===== src/rtl/mem_access_stage_if.sv =====
// mem_access_stage_if: groups the EX-result handshake, the data-memory
// req/ack port and the register-file write port of the memory-access stage.
// The slave modport is the stage's own view. The master modport is the view
// of the surrounding pipeline and memory.
interface mem_access_stage_if #(
  parameter int N = 32
);
  // EX-stage side
  logic         InValid;
  logic         InReady;
  logic         MemRd;
  logic         MemWr;
  logic         RegWrIn;
  logic [1:0]   Size;
  logic         Unsigned;
  logic [N-1:0] Addr;
  logic [N-1:0] StoreData;
  logic [N-1:0] AluResult;
  logic [4:0]   RvIn;
  // data-memory side
  logic         dReq;
  logic         dWe;
  logic [N-1:0] dAddr;
  logic [N-1:0] dWData;
  logic [3:0]   dBe;
  logic         dAck;
  logic [N-1:0] dRData;
  // register-file side
  logic [4:0]   Rv;
  logic         RegWr;
  logic [N-1:0] busV;
  logic         WbValid;
  logic         Misalign;

  modport slave (
    input  InValid, MemRd, MemWr, RegWrIn, Size, Unsigned, Addr, StoreData,
           AluResult, RvIn, dAck, dRData,
    output InReady, dReq, dWe, dAddr, dWData, dBe, Rv, RegWr, busV, WbValid,
           Misalign
  );

  modport master (
    output InValid, MemRd, MemWr, RegWrIn, Size, Unsigned, Addr, StoreData,
           AluResult, RvIn, dAck, dRData,
    input  InReady, dReq, dWe, dAddr, dWData, dBe, Rv, RegWr, busV, WbValid,
           Misalign
  );
endinterface


===== src/rtl/mem_access_stage.sv =====
// mem_access_stage: memory-access stage of the pipelined CPU.
// It accepts one EX result per transaction. ALU results retire after one
// cycle. Loads and stores run a req/ack handshake with data memory and
// retire on dAck. The stage aligns store lanes and extracts and extends load
// data. Every output except InReady comes from a flop, so the register-file
// write port stays stable across the negedge write.
// Optional feature: define MEM_ALIGN_CHECK_EN to turn misaligned half and word
// accesses into a one-cycle Misalign retirement with no memory request.
// Without the macro, Misalign is always 0 and unusable low address bits are
// ignored.
module mem_access_stage #(
  parameter int N = 32
) (
  input logic               Clock,
  input logic               Reset_n,
  mem_access_stage_if.slave bus
);

  typedef enum logic [0:0] {
    ST_IDLE   = 1'b0,
    ST_ACCESS = 1'b1
  } state_t;

  state_t       state_r, state_nxt_s;

  // registered memory-port and writeback outputs
  logic         dreq_r, dreq_nxt_s;
  logic         dwe_r, dwe_nxt_s;
  logic [N-1:0] daddr_r, daddr_nxt_s;
  logic [N-1:0] dwdata_r, dwdata_nxt_s;
  logic [3:0]   dbe_r, dbe_nxt_s;
  logic [4:0]   rv_r, rv_nxt_s;
  logic         regwr_r, regwr_nxt_s;
  logic [N-1:0] busv_r, busv_nxt_s;
  logic         wbvalid_r, wbvalid_nxt_s;
  logic         misalign_r, misalign_nxt_s;

  // transaction context held while the memory access is outstanding
  logic         is_store_r, is_store_nxt_s;
  logic [1:0]   size_r, size_nxt_s;
  logic [1:0]   addr_lo_r, addr_lo_nxt_s;
  logic         unsigned_r, unsigned_nxt_s;
  logic         regwr_pend_r, regwr_pend_nxt_s;
  logic [4:0]   rv_pend_r, rv_pend_nxt_s;

  logic         mem_op_s;
  logic         regwr_ok_s;
  logic         misaligned_s;

  // Byte enables for a store. Size 11 is handled as a word.
  function automatic logic [3:0] store_be(input logic [1:0] size,
                                          input logic [1:0] addr_lo);
    logic [3:0] be;
    case (size)
      2'b00:   be = 4'b0001 << addr_lo;
      2'b01:   be = addr_lo[1] ? 4'b1100 : 4'b0011;
      default: be = 4'b1111;
    endcase
    return be;
  endfunction

  // Replicate the store value across the lanes it may land in.
  function automatic logic [N-1:0] store_wdata(input logic [1:0]   size,
                                               input logic [N-1:0] sd);
    logic [N-1:0] wd;
    case (size)
      2'b00:   wd = {(N/8){sd[7:0]}};
      2'b01:   wd = {(N/16){sd[15:0]}};
      default: wd = sd;
    endcase
    return wd;
  endfunction

  // Shift the addressed lane down, then sign- or zero-extend it.
  function automatic logic [N-1:0] load_extract(input logic [N-1:0] rd,
                                                input logic [1:0]   size,
                                                input logic [1:0]   addr_lo,
                                                input logic         uns);
    logic [N-1:0] sh;
    logic [N-1:0] val;
    case (size)
      2'b00: begin
        sh  = rd >> {addr_lo, 3'b000};
        val = uns ? {{(N-8){1'b0}}, sh[7:0]} : {{(N-8){sh[7]}}, sh[7:0]};
      end
      2'b01: begin
        sh  = rd >> {addr_lo[1], 4'b0000};
        val = uns ? {{(N-16){1'b0}}, sh[15:0]} : {{(N-16){sh[15]}}, sh[15:0]};
      end
      default: begin
        sh  = rd;
        val = sh;
      end
    endcase
    return val;
  endfunction

`ifdef MEM_ALIGN_CHECK_EN
  // A half must be 2-byte aligned. A word (size 10 or 11) must be 4-byte aligned.
  function automatic logic is_misaligned(input logic [1:0] size,
                                         input logic [1:0] addr_lo);
    logic mis;
    case (size)
      2'b00:   mis = 1'b0;
      2'b01:   mis = addr_lo[0];
      default: mis = (addr_lo != 2'b00);
    endcase
    return mis;
  endfunction

  assign misaligned_s = is_misaligned(bus.Size, bus.Addr[1:0]);
`else
  assign misaligned_s = 1'b0;
`endif

  assign mem_op_s   = bus.MemRd | bus.MemWr;
  assign regwr_ok_s = bus.RegWrIn & (bus.RvIn != 5'd0);

  // State register and registered outputs. The async reset drops dReq at once.
  always_ff @(posedge Clock or negedge Reset_n) begin
    if (!Reset_n) begin
      state_r      <= ST_IDLE;
      dreq_r       <= 1'b0;
      dwe_r        <= 1'b0;
      daddr_r      <= {N{1'b0}};
      dwdata_r     <= {N{1'b0}};
      dbe_r        <= 4'b0000;
      rv_r         <= 5'd0;
      regwr_r      <= 1'b0;
      busv_r       <= {N{1'b0}};
      wbvalid_r    <= 1'b0;
      misalign_r   <= 1'b0;
      is_store_r   <= 1'b0;
      size_r       <= 2'b00;
      addr_lo_r    <= 2'b00;
      unsigned_r   <= 1'b0;
      regwr_pend_r <= 1'b0;
      rv_pend_r    <= 5'd0;
    end else begin
      state_r      <= state_nxt_s;
      dreq_r       <= dreq_nxt_s;
      dwe_r        <= dwe_nxt_s;
      daddr_r      <= daddr_nxt_s;
      dwdata_r     <= dwdata_nxt_s;
      dbe_r        <= dbe_nxt_s;
      rv_r         <= rv_nxt_s;
      regwr_r      <= regwr_nxt_s;
      busv_r       <= busv_nxt_s;
      wbvalid_r    <= wbvalid_nxt_s;
      misalign_r   <= misalign_nxt_s;
      is_store_r   <= is_store_nxt_s;
      size_r       <= size_nxt_s;
      addr_lo_r    <= addr_lo_nxt_s;
      unsigned_r   <= unsigned_nxt_s;
      regwr_pend_r <= regwr_pend_nxt_s;
      rv_pend_r    <= rv_pend_nxt_s;
    end
  end

  // Next state and next output values. WbValid, RegWr and Misalign default to
  // 0 so they pulse for one cycle.
  always_comb begin
    state_nxt_s      = state_r;
    dreq_nxt_s       = dreq_r;
    dwe_nxt_s        = dwe_r;
    daddr_nxt_s      = daddr_r;
    dwdata_nxt_s     = dwdata_r;
    dbe_nxt_s        = dbe_r;
    rv_nxt_s         = rv_r;
    busv_nxt_s       = busv_r;
    regwr_nxt_s      = 1'b0;
    wbvalid_nxt_s    = 1'b0;
    misalign_nxt_s   = 1'b0;
    is_store_nxt_s   = is_store_r;
    size_nxt_s       = size_r;
    addr_lo_nxt_s    = addr_lo_r;
    unsigned_nxt_s   = unsigned_r;
    regwr_pend_nxt_s = regwr_pend_r;
    rv_pend_nxt_s    = rv_pend_r;

    case (state_r)
      ST_IDLE: begin
        if (bus.InValid) begin
          if (mem_op_s) begin
            if (misaligned_s) begin
              // rejected without touching memory; retires like an ALU op
              wbvalid_nxt_s  = 1'b1;
              misalign_nxt_s = 1'b1;
              busv_nxt_s     = {N{1'b0}};
              rv_nxt_s       = bus.RvIn;
            end else begin
              is_store_nxt_s   = bus.MemWr;
              size_nxt_s       = bus.Size;
              addr_lo_nxt_s    = bus.Addr[1:0];
              unsigned_nxt_s   = bus.Unsigned;
              regwr_pend_nxt_s = regwr_ok_s;
              rv_pend_nxt_s    = bus.RvIn;
              dreq_nxt_s       = 1'b1;
              dwe_nxt_s        = bus.MemWr;
              daddr_nxt_s      = {bus.Addr[N-1:2], 2'b00};
              dbe_nxt_s        = bus.MemWr ? store_be(bus.Size, bus.Addr[1:0]) : 4'b1111;
              dwdata_nxt_s     = bus.MemWr ? store_wdata(bus.Size, bus.StoreData) : {N{1'b0}};
              state_nxt_s      = ST_ACCESS;
            end
          end else begin
            busv_nxt_s    = bus.AluResult;
            rv_nxt_s      = bus.RvIn;
            regwr_nxt_s   = regwr_ok_s;
            wbvalid_nxt_s = 1'b1;
          end
        end else begin
          state_nxt_s = ST_IDLE;
        end
      end

      ST_ACCESS: begin
        if (bus.dAck) begin
          dreq_nxt_s    = 1'b0;
          dwe_nxt_s     = 1'b0;
          wbvalid_nxt_s = 1'b1;
          rv_nxt_s      = rv_pend_r;
          state_nxt_s   = ST_IDLE;
          if (is_store_r) begin
            regwr_nxt_s = 1'b0;
            busv_nxt_s  = {N{1'b0}};
          end else begin
            regwr_nxt_s = regwr_pend_r;
            busv_nxt_s  = load_extract(bus.dRData, size_r, addr_lo_r, unsigned_r);
          end
        end else begin
          state_nxt_s = ST_ACCESS;
        end
      end

      default: begin
        state_nxt_s = ST_IDLE;
        dreq_nxt_s  = 1'b0;
        dwe_nxt_s   = 1'b0;
      end
    endcase
  end

  assign bus.InReady  = (state_r == ST_IDLE);
  assign bus.dReq     = dreq_r;
  assign bus.dWe      = dwe_r;
  assign bus.dAddr    = daddr_r;
  assign bus.dWData   = dwdata_r;
  assign bus.dBe      = dbe_r;
  assign bus.Rv       = rv_r;
  assign bus.RegWr    = regwr_r;
  assign bus.busV     = busv_r;
  assign bus.WbValid  = wbvalid_r;
  assign bus.Misalign = misalign_r;

endmodule

===== src/flat_wrapper.sv =====
// flat-port wrapper written by rule: the top's interface ports become plain ports
module mem_access_stage_flat 
#(
  parameter int N = 32
)
  (Clock, Reset_n, bus_InValid, bus_MemRd, bus_MemWr, bus_RegWrIn, bus_Size, bus_Unsigned, bus_Addr, bus_StoreData, bus_AluResult, bus_RvIn, bus_dAck, bus_dRData, bus_InReady, bus_dReq, bus_dWe, bus_dAddr, bus_dWData, bus_dBe, bus_Rv, bus_RegWr, bus_busV, bus_WbValid, bus_Misalign);
  mem_access_stage_if #(.N(N)) bus_i ();
  input logic Clock;
  input logic Reset_n;
  input wire logic [$bits(bus_i.InValid)-1:0] bus_InValid;
  input wire logic [$bits(bus_i.MemRd)-1:0] bus_MemRd;
  input wire logic [$bits(bus_i.MemWr)-1:0] bus_MemWr;
  input wire logic [$bits(bus_i.RegWrIn)-1:0] bus_RegWrIn;
  input wire logic [$bits(bus_i.Size)-1:0] bus_Size;
  input wire logic [$bits(bus_i.Unsigned)-1:0] bus_Unsigned;
  input wire logic [$bits(bus_i.Addr)-1:0] bus_Addr;
  input wire logic [$bits(bus_i.StoreData)-1:0] bus_StoreData;
  input wire logic [$bits(bus_i.AluResult)-1:0] bus_AluResult;
  input wire logic [$bits(bus_i.RvIn)-1:0] bus_RvIn;
  input wire logic [$bits(bus_i.dAck)-1:0] bus_dAck;
  input wire logic [$bits(bus_i.dRData)-1:0] bus_dRData;
  output wire logic [$bits(bus_i.InReady)-1:0] bus_InReady;
  output wire logic [$bits(bus_i.dReq)-1:0] bus_dReq;
  output wire logic [$bits(bus_i.dWe)-1:0] bus_dWe;
  output wire logic [$bits(bus_i.dAddr)-1:0] bus_dAddr;
  output wire logic [$bits(bus_i.dWData)-1:0] bus_dWData;
  output wire logic [$bits(bus_i.dBe)-1:0] bus_dBe;
  output wire logic [$bits(bus_i.Rv)-1:0] bus_Rv;
  output wire logic [$bits(bus_i.RegWr)-1:0] bus_RegWr;
  output wire logic [$bits(bus_i.busV)-1:0] bus_busV;
  output wire logic [$bits(bus_i.WbValid)-1:0] bus_WbValid;
  output wire logic [$bits(bus_i.Misalign)-1:0] bus_Misalign;
  assign bus_i.InValid = bus_InValid;
  assign bus_i.MemRd = bus_MemRd;
  assign bus_i.MemWr = bus_MemWr;
  assign bus_i.RegWrIn = bus_RegWrIn;
  assign bus_i.Size = bus_Size;
  assign bus_i.Unsigned = bus_Unsigned;
  assign bus_i.Addr = bus_Addr;
  assign bus_i.StoreData = bus_StoreData;
  assign bus_i.AluResult = bus_AluResult;
  assign bus_i.RvIn = bus_RvIn;
  assign bus_i.dAck = bus_dAck;
  assign bus_i.dRData = bus_dRData;
  assign bus_InReady = bus_i.InReady;
  assign bus_dReq = bus_i.dReq;
  assign bus_dWe = bus_i.dWe;
  assign bus_dAddr = bus_i.dAddr;
  assign bus_dWData = bus_i.dWData;
  assign bus_dBe = bus_i.dBe;
  assign bus_Rv = bus_i.Rv;
  assign bus_RegWr = bus_i.RegWr;
  assign bus_busV = bus_i.busV;
  assign bus_WbValid = bus_i.WbValid;
  assign bus_Misalign = bus_i.Misalign;
  mem_access_stage #(.N(N)) u_core (.Clock(Clock), .Reset_n(Reset_n), .bus(bus_i));
endmodule

===== config.mk =====
export PLATFORM = sky130hd
export DESIGN_NAME = mem_access_stage_flat
export DESIGN_NICKNAME = d
export VERILOG_FILES = /design/src/rtl/mem_access_stage_if.sv /design/src/rtl/mem_access_stage.sv /design/src/flat_wrapper.sv
export SDC_FILE = /design/constraint.sdc
export NUM_CORES = 1
export LEC_CHECK = 0
export CAP_MARGIN = 20
export CORE_MARGIN = 1
export CORE_UTILIZATION = 45
export CTS_CLUSTER_DIAMETER = 30
export DETAILED_ROUTE_END_ITERATION = 10
export DONT_BUFFER_PORTS = 1
export PLACE_DENSITY = 0.58
export SYNTH_ARGS = -nofsm -noshare
export SYNTH_HDL_FRONTEND = slang
export SYNTH_SLANG_ARGS = --single-unit

===== constraint.sdc =====
create_clock -name Clock -period 4.4 [get_ports Clock]
set_input_delay 0.22 -clock Clock [delete_from_list [all_inputs] [get_ports Clock]]
set_output_delay 0.22 -clock Clock [all_outputs]
set_load 0.02 [all_outputs]

==> results of run 1 <==
-- routing by layer --
| metal | share of wire, % | vias to the layer above | routed length (microns) |
|---|---|---|---|
| met5 | 0 | - | 0 |
| met3 | 10 | 28 | 1670 |
| met2 | 49 | 237 | 8090 |
| li1 | - | 2234 | - |
| met1 | 39 | 2301 | 6540 |
| met4 | 2.2 | 0 | 374 |
-- what timing repair did --
action / CTS / global route
setup endpoints to repair: 0 / 0
hold buffers: 87 / 0
resized for setup: 0 / 0
hold endpoints to repair: 196 / 0
-- worst register-to-register path: stages (launching register included) --
cell           delay, ns
dfrtp_1             0.90
mux2_2              0.45
o211ai_2            0.63
nand4_1             0.19
dlygate4sd3_1       0.62
-- cell type report --
type | instances | area, sq um
sequential | 120 | 3000
inverter | 7 | 26.3
multi-input combinational | 445 | 2470
timing repair buffer | 92 | 946
clock buffer | 17 | 425
clock inverter | 15 | 190
fill | 1030 | 4890
tap | 168 | 210
-- worst paths after layout --
kind	end	from	slack (ns)
min in group asynchronous	u_core.bus.busV[16]	Reset_n	0.36
hold / removal	u_core.bus.busV[15]	bus_AluResult[15]	0.004
setup reg to reg	u_core.bus.busV[19]	u_core.addr_lo_r[1]	1.48
max in group asynchronous	u_core.bus.WbValid	Reset_n	3.44
setup / recovery	u_core.bus.busV[19]	u_core.addr_lo_r[1]	1.48
hold reg to reg	u_core.rv_pend_r[3]	u_core.rv_pend_r[3]	0.49
-- power by group --
part	switching [mW]	internal (mW)	leakage, nW	total (mW)
clock network	0.537	0.904	0.293	1.44
registers	0.541	1.37	1.51	1.91
logic	0.348	0.337	1.54	0.685
-- cells by family (layout without fill, tap and decap cells) --
group | count (synthesis) | in the layout | synth area share, %
buf+inv | 52 | 131 | 4.18
flops | 120 | 120 | 52.8
simple gates | 281 | 281 | 21.0
mux | 53 | 53 | 10.0
other cells | 1 | 3 | 0.0659
compound gates | 108 | 108 | 11.9
-- flip-flops by register name (all words and copies together) (netlist names), 2 cells and up --
name               count
u_core.addr_lo_r       2
u_core.bus.Rv          5
u_core.bus.busV       32
u_core.bus.dAddr      30
u_core.bus.dBe         4
u_core.bus.dWData     32
u_core.rv_pend_r       5
u_core.size_r          2
-- synth_stat cells, types with 8 or more instances --
cell type  instances
nand2_1          198
clkbuf_1          28
mux2_2            20
dfrtp_1          120
o21ai_0           39
nand4_1           16
a22o_1             8
nor2_1            23
nand3_1           26
buf_2             10
and2_1             8
a21oi_1           29
mux2i_1           30
==> metrics.md, run 1 <==
| Metric | Value |
|---|---|
| Final std cell area, no fill | 7270 sq um |
| Post-layout nets | 826 |
| GR Util met2 | between 40% and 50% |
| CTS Buf Count | 17 |
| Wire per inst | ~19 microns |
| Cell area after synthesis | around 5700 sq um |
| Final WS setup | 1.48 ns |
| Total track usage | a little over a quarter |
| Post-route total power | approximately 4 mW |
| Crit path cell chain | mux2_2 > o211ai_2 > nand4_1 > dlygate4sd3_1 |
| Non-Filler Instances | approximately 860 |
| Status | completed |
| Cell depth of the worst setup path | 4 |
| Worst vdd ir | roughly 0.24 mV |
| Main flop type after synthesis | dfrtp_1 |
| Clock skew | 0.00859 ns |
| Initial Utilization | 46.8% |
| Met1 GRT Util | ~30% |
| Crit Path Category | reg2reg |
| # rows | 40 |
| Area contributors post-synth | dfrtp_1 53%, nand2_1 13%, mux2i_1 5.3% |
| Clock root buffer master | clkbuf_16 |
| Hold WS | between 0.004 and 0.005 ns |
| CP delay by family, top | flip-flops |
| GRT busiest layer | met2 |
| Sequential area share after synthesis | 52.8% |
| Endpoints failing setup | 0 |
| Die Wd | approximately 110 microns |
| H-tree levels | 4 |
| Synth Warn # | 0 |
| Postcts setup bufs | 0 |
| Max Cap Viol | 0 |
| Max incr delay on CP | 0.90 ns |
| Layout area overhead | 27.9% |
| Max Slew Vio Count | 0 |
| Routed Antenna Nets | 0 |
| Hold path depth | 2 |
| Async set-reset flop share out of synthesis | 100% |
| Post-Syn Instances | 615 |
| Detailed-route via count | 4800 |
| Iteration-0 DRC Markers | approximately 330 |
| DP Area | slightly below 6000 sq um |
| Post-synth top area share | between 50% and 60% |
| PD cells | roughly 550 nW/um^2 |
| Fin. Hold Viols | 0 |
| Reg2Reg Depth | 4 |
| Mapped Avg Cell Area | between 9 and 10 sq um |
| Tmin final | roughly 3 ns |
| Min-delay worst type | in2reg |
| CTS Buffer Depth | 2 |
| First-pass GRT wire length | 26200 microns |
| Layout cells sized above 1 | approximately a tenth |
| DRT Wirelength | 16700 microns |
| Num Clock Sinks | 120 |
| RSZ-0062 raised after global routing | false |
| Port Buffers | 0 |
| Met3 usage | 10.0% |
| Worst-path clk slew | about 0.050 ns |
| DRT Pass-1 Iters | 5 |
| Placed insts | 745 |
| Number of global-route vias before repair | ~5000 |
| Slew margin rel. | about two fifths |
| Antenna cells | 0 |
| Worst skew pair latency | ~0.40 ns |
| GRT overflow | 0 |
| Tcrit/Tclk final | 66.3% |
| #FFs+latches synth | 120 |
| Worst-Margin Slew | roughly 0.9 ns |
| Pre-CTS WS | 2.04 ns |
| Max Freq | around 0.34 GHz |
| Initial antenna violation count | 0 |
| Worst Path Max Fanout | 19 |
| Yosys top cell by area | dfrtp_1 |
| Most frequent cells in the layout | 198 x nand2_1, 120 x dfrtp_1, 86 x dlygate4sd3_1 |
| Vias per std cell | about 5.6 |
| Num ports | roughly 250 |
| Die height | between 100 and 150 microns |
| Most common cell after layout, fill and taps aside | nand2_1 |
| Slowest cell on crit path | dfrtp_1 |
| Leak | approximately 3.3 nW |
| CP Data Arrival Time | approximately 3.2 ns |
| Number of synthesized flops with an enable pin | 0 |
| Crit. End Element | register |
| Post-DP HPWL | 10900 microns |
| DRC | 0 |
| CTS tree | built |
| Largest net degree at the start of global routing | about 120 |
| Synth cell types | 42 |
| Die ar. | 13100 sq um |
| Core Area | ~12000 sq um |
| Crit start category | register |
| CP bufs+invs | 1 |
| Placer Congestion | 0.801 |
| Total Neg Setup Slack | 0 ns |
| Util after Layout | about three fifths |
| Required time of the worst setup path | roughly 4.7 ns |
Note: power is estimated with default switching activity, not from simulation.
==> run 2, diff against run 1 <==
- clock period: 4.4 -> 2.8 ns (I/O delays scaled with it)
==> metrics.md, run 2 (synthesized netlist as in run 1, its figures left out) <==
| Metric | Value |
|---|---|
| Status | finished, violations left |
| Failing checks | hold timing |
| Largest net degree at the start of global routing | roughly 120 |
| Min-delay worst type | in2async |
| Switching Fraction | between 30% and 40% |
| Die height | between 100 and 150 microns |
| PD cells | between 800 and 900 nW/um^2 |
| DRC | 0 |
| Vias per std cell | 5.55 |
| Slew margin rel. | between 50 and 60% |
| Die Wd | between 100 and 150 microns |
| Worst Path Max Fanout | 15 |
| Pre-CTS WS | a little over 0.6 ns |
| Max Freq | roughly 0.38 GHz |
| Hold WS | -0.570 ns |
| Routed Antenna Nets | 0 |
| DRT Wirelength | ~18000 microns |
| Slowest cell on crit path | dfrtp_1 |
| DP Area | ~5800 sq um |
| Reg-to-reg endpoint | u_core.bus.busV[15] |
| Num ports | about 250 |
| Crit Path Category | reg2reg |
| Antenna cells | 0 |
| Endpoints failing setup | 0 |
| Core Area | ~12000 sq um |
| H-tree levels | 4 |
| Wire per inst | between 15 and 20 microns |
| Clock share of power | between 30% and 40% |
| Net switching power | between 2 and 2.5 mW |
| Combinational Power Share | between 10% and 20% |
| Post-DP HPWL | roughly 11000 microns |
| # rows | 40 |
| DRT Pass-1 Iters | 4 |
| Most common cell after layout, fill and taps aside | nand2_1 |
| Worst vdd ir | between 0.3 and 0.4 mV |
| Reg2Reg Depth | 5 |
| Total Neg Setup Slack | 0 ns |
| Max Slew Vio Count | 0 |
| Max incr delay on CP | approximately 0.75 ns |
| Placed insts | 750 |
| CTS Buf Count | 17 |
| Final WS setup | between 0.15 and 0.2 ns |
| Post-layout nets | around 880 |
| CTS Buffer Depth | 2 |
| Most frequent cells in the layout | 198 x nand2_1, 133 x dlygate4sd3_1, 120 x dfrtp_1 |
| Crit path cell chain | mux4_2 > a21o_1 > a21oi_1 > o311ai_0 > dlygate4sd3_1 |
| FF-to-FF setup slack | approximately 0.17 ns |
| Fin. Hold Viols | 120 |
| Tcrit/Tclk final | roughly 94% |
| Number of global-route vias before repair | about 5300 |
| Total track usage | about 28% |
| Internal power | around 4.3 mW |
| Clock skew | between 0.009 and 0.01 ns |
| Worst-Margin Slew | 0.670 ns |
| Initial Utilization | 46.8% |
| CP Data Arrival Time | 2.91 ns |
| Initial antenna violation count | 0 |
| Die ar. | 13100 sq um |
| Layout area overhead | 37.9% |
| CTS tree | built |
| Clock root buffer master | clkbuf_16 |
| Iteration-0 DRC Markers | 273 |
| GRT overflow | 0 |
| Tmin final | 2.63 ns |
| RSZ-0062 raised after global routing | false |
| Max Cap Viol | 0 |
| Worst-path clk slew | 0.05 ns |
| Crit start category | register |
| Port Buffers | 0 |
| Required time of the worst setup path | 3.08 ns |
| Detailed-route via count | approximately 5100 |
| Non-Filler Instances | between 900 and 1000 |
| Final std cell area, no fill | slightly below 8000 sq um |
| First-pass GRT wire length | about 28000 microns |
| Reg power frac | a little under half |
| Crit. Startpoint | u_core.addr_lo_r[1] |
| Crit. End Element | register |
| Num Clock Sinks | 120 |
| Placer Congestion | ~0.8 |
| Leak | between 3 and 4 nW |
| Worst Setup EP | u_core.bus.busV[15] |
| Worst reg2reg path startpoint | u_core.addr_lo_r[1] |
| Layout cells sized above 1 | around a tenth |
| Worst skew pair latency | 0.41 ns |
==> run 2: power groups by stage <==
stage | Combinational (mW) | Sequential [mW] | Clock (mW)
2_1_floorplan | 0.762 | 2.87 | 0
3_3_place_gp | 0.830 | 3.01 | 0
3_5_place_dp | 0.875 | 3.02 | 0
4_1_cts | 1.18 | 3.00 | 2.37
5_1_grt | 1.36 | 3.05 | 2.45
6_report | 1.22 | 3.00 | 2.34
==> run 2: cell type report <==
type                            instances  area (sq um)
Clock inverter                         13           195
Inverter                                7          26.3
Fill cell                             999          4320
Clock buffer                           18           439
Tap cell                              168           210
Sequential cell                       120          3000
Multi-Input combinational cell        445          2490
Timing Repair Buffer                  148          1480
==> run 2: metal layers <==
metal  GRT usage (%)  vias up  wire length (microns)  share of wire, %
li1                -     2343                      -                 -
met4            11.2        0                    502               2.8
met5               0        -                      0                 0
met1            32.2     2490                   7070                40
met3            9.85       31                   1480               8.3
met2            46.9      240                   8760                49
==> run 2: worst max-delay path: cells and delay by family (launching register included) <==
kind,cells,cell delay [ns]
flops,1,0.75
compound gates,3,0.59
mux,1,0.58
buf+inv,1,0.58
==> run 2: worst min-delay path by stage <==
stage	cells past startpoint	slack [ns]	startpoint	end
6_report	0	-0.57	Reset_n	u_core.bus.busV[17]
5_1_grt	0	-0.59	Reset_n	u_core.bus.dWData[14]
4_1_cts	0	-0.59	Reset_n	u_core.bus.dWData[14]
3_3_place_gp	0	-0.15	Reset_n	u_core.bus.busV[17]
2_1_floorplan	0	-0.16	Reset_n	u_core.addr_lo_r[0]
3_5_place_dp	0	-0.15	Reset_n	u_core.bus.busV[17]
==> run 2: timing repair <==
| item | CTS | global route |
|---|---|---|
| hold buffers | 131 | 3 |
| gates resized for setup | 0 | 2 |
| setup buffers | 0 | 3 |
| setup endpoints to repair | 0 | 16 |
| endpoints found under the hold margin | 236 | 123 |
==> run 2: through the flow <==
| step | hold WS (ns) | util, % | total power, mW |
|---|---|---|---|
| after floorplan | -0.156 | - | 3.63 |
| after global placement | -0.152 | 47.7 | 3.84 |
| after detailed placement | -0.153 | 47.7 | 3.90 |
| after CTS | -0.587 | 63.8 | 6.55 |
| after global routing | -0.594 | 64.5 | 6.87 |
| final | -0.570 | 64.5 | 6.56 |
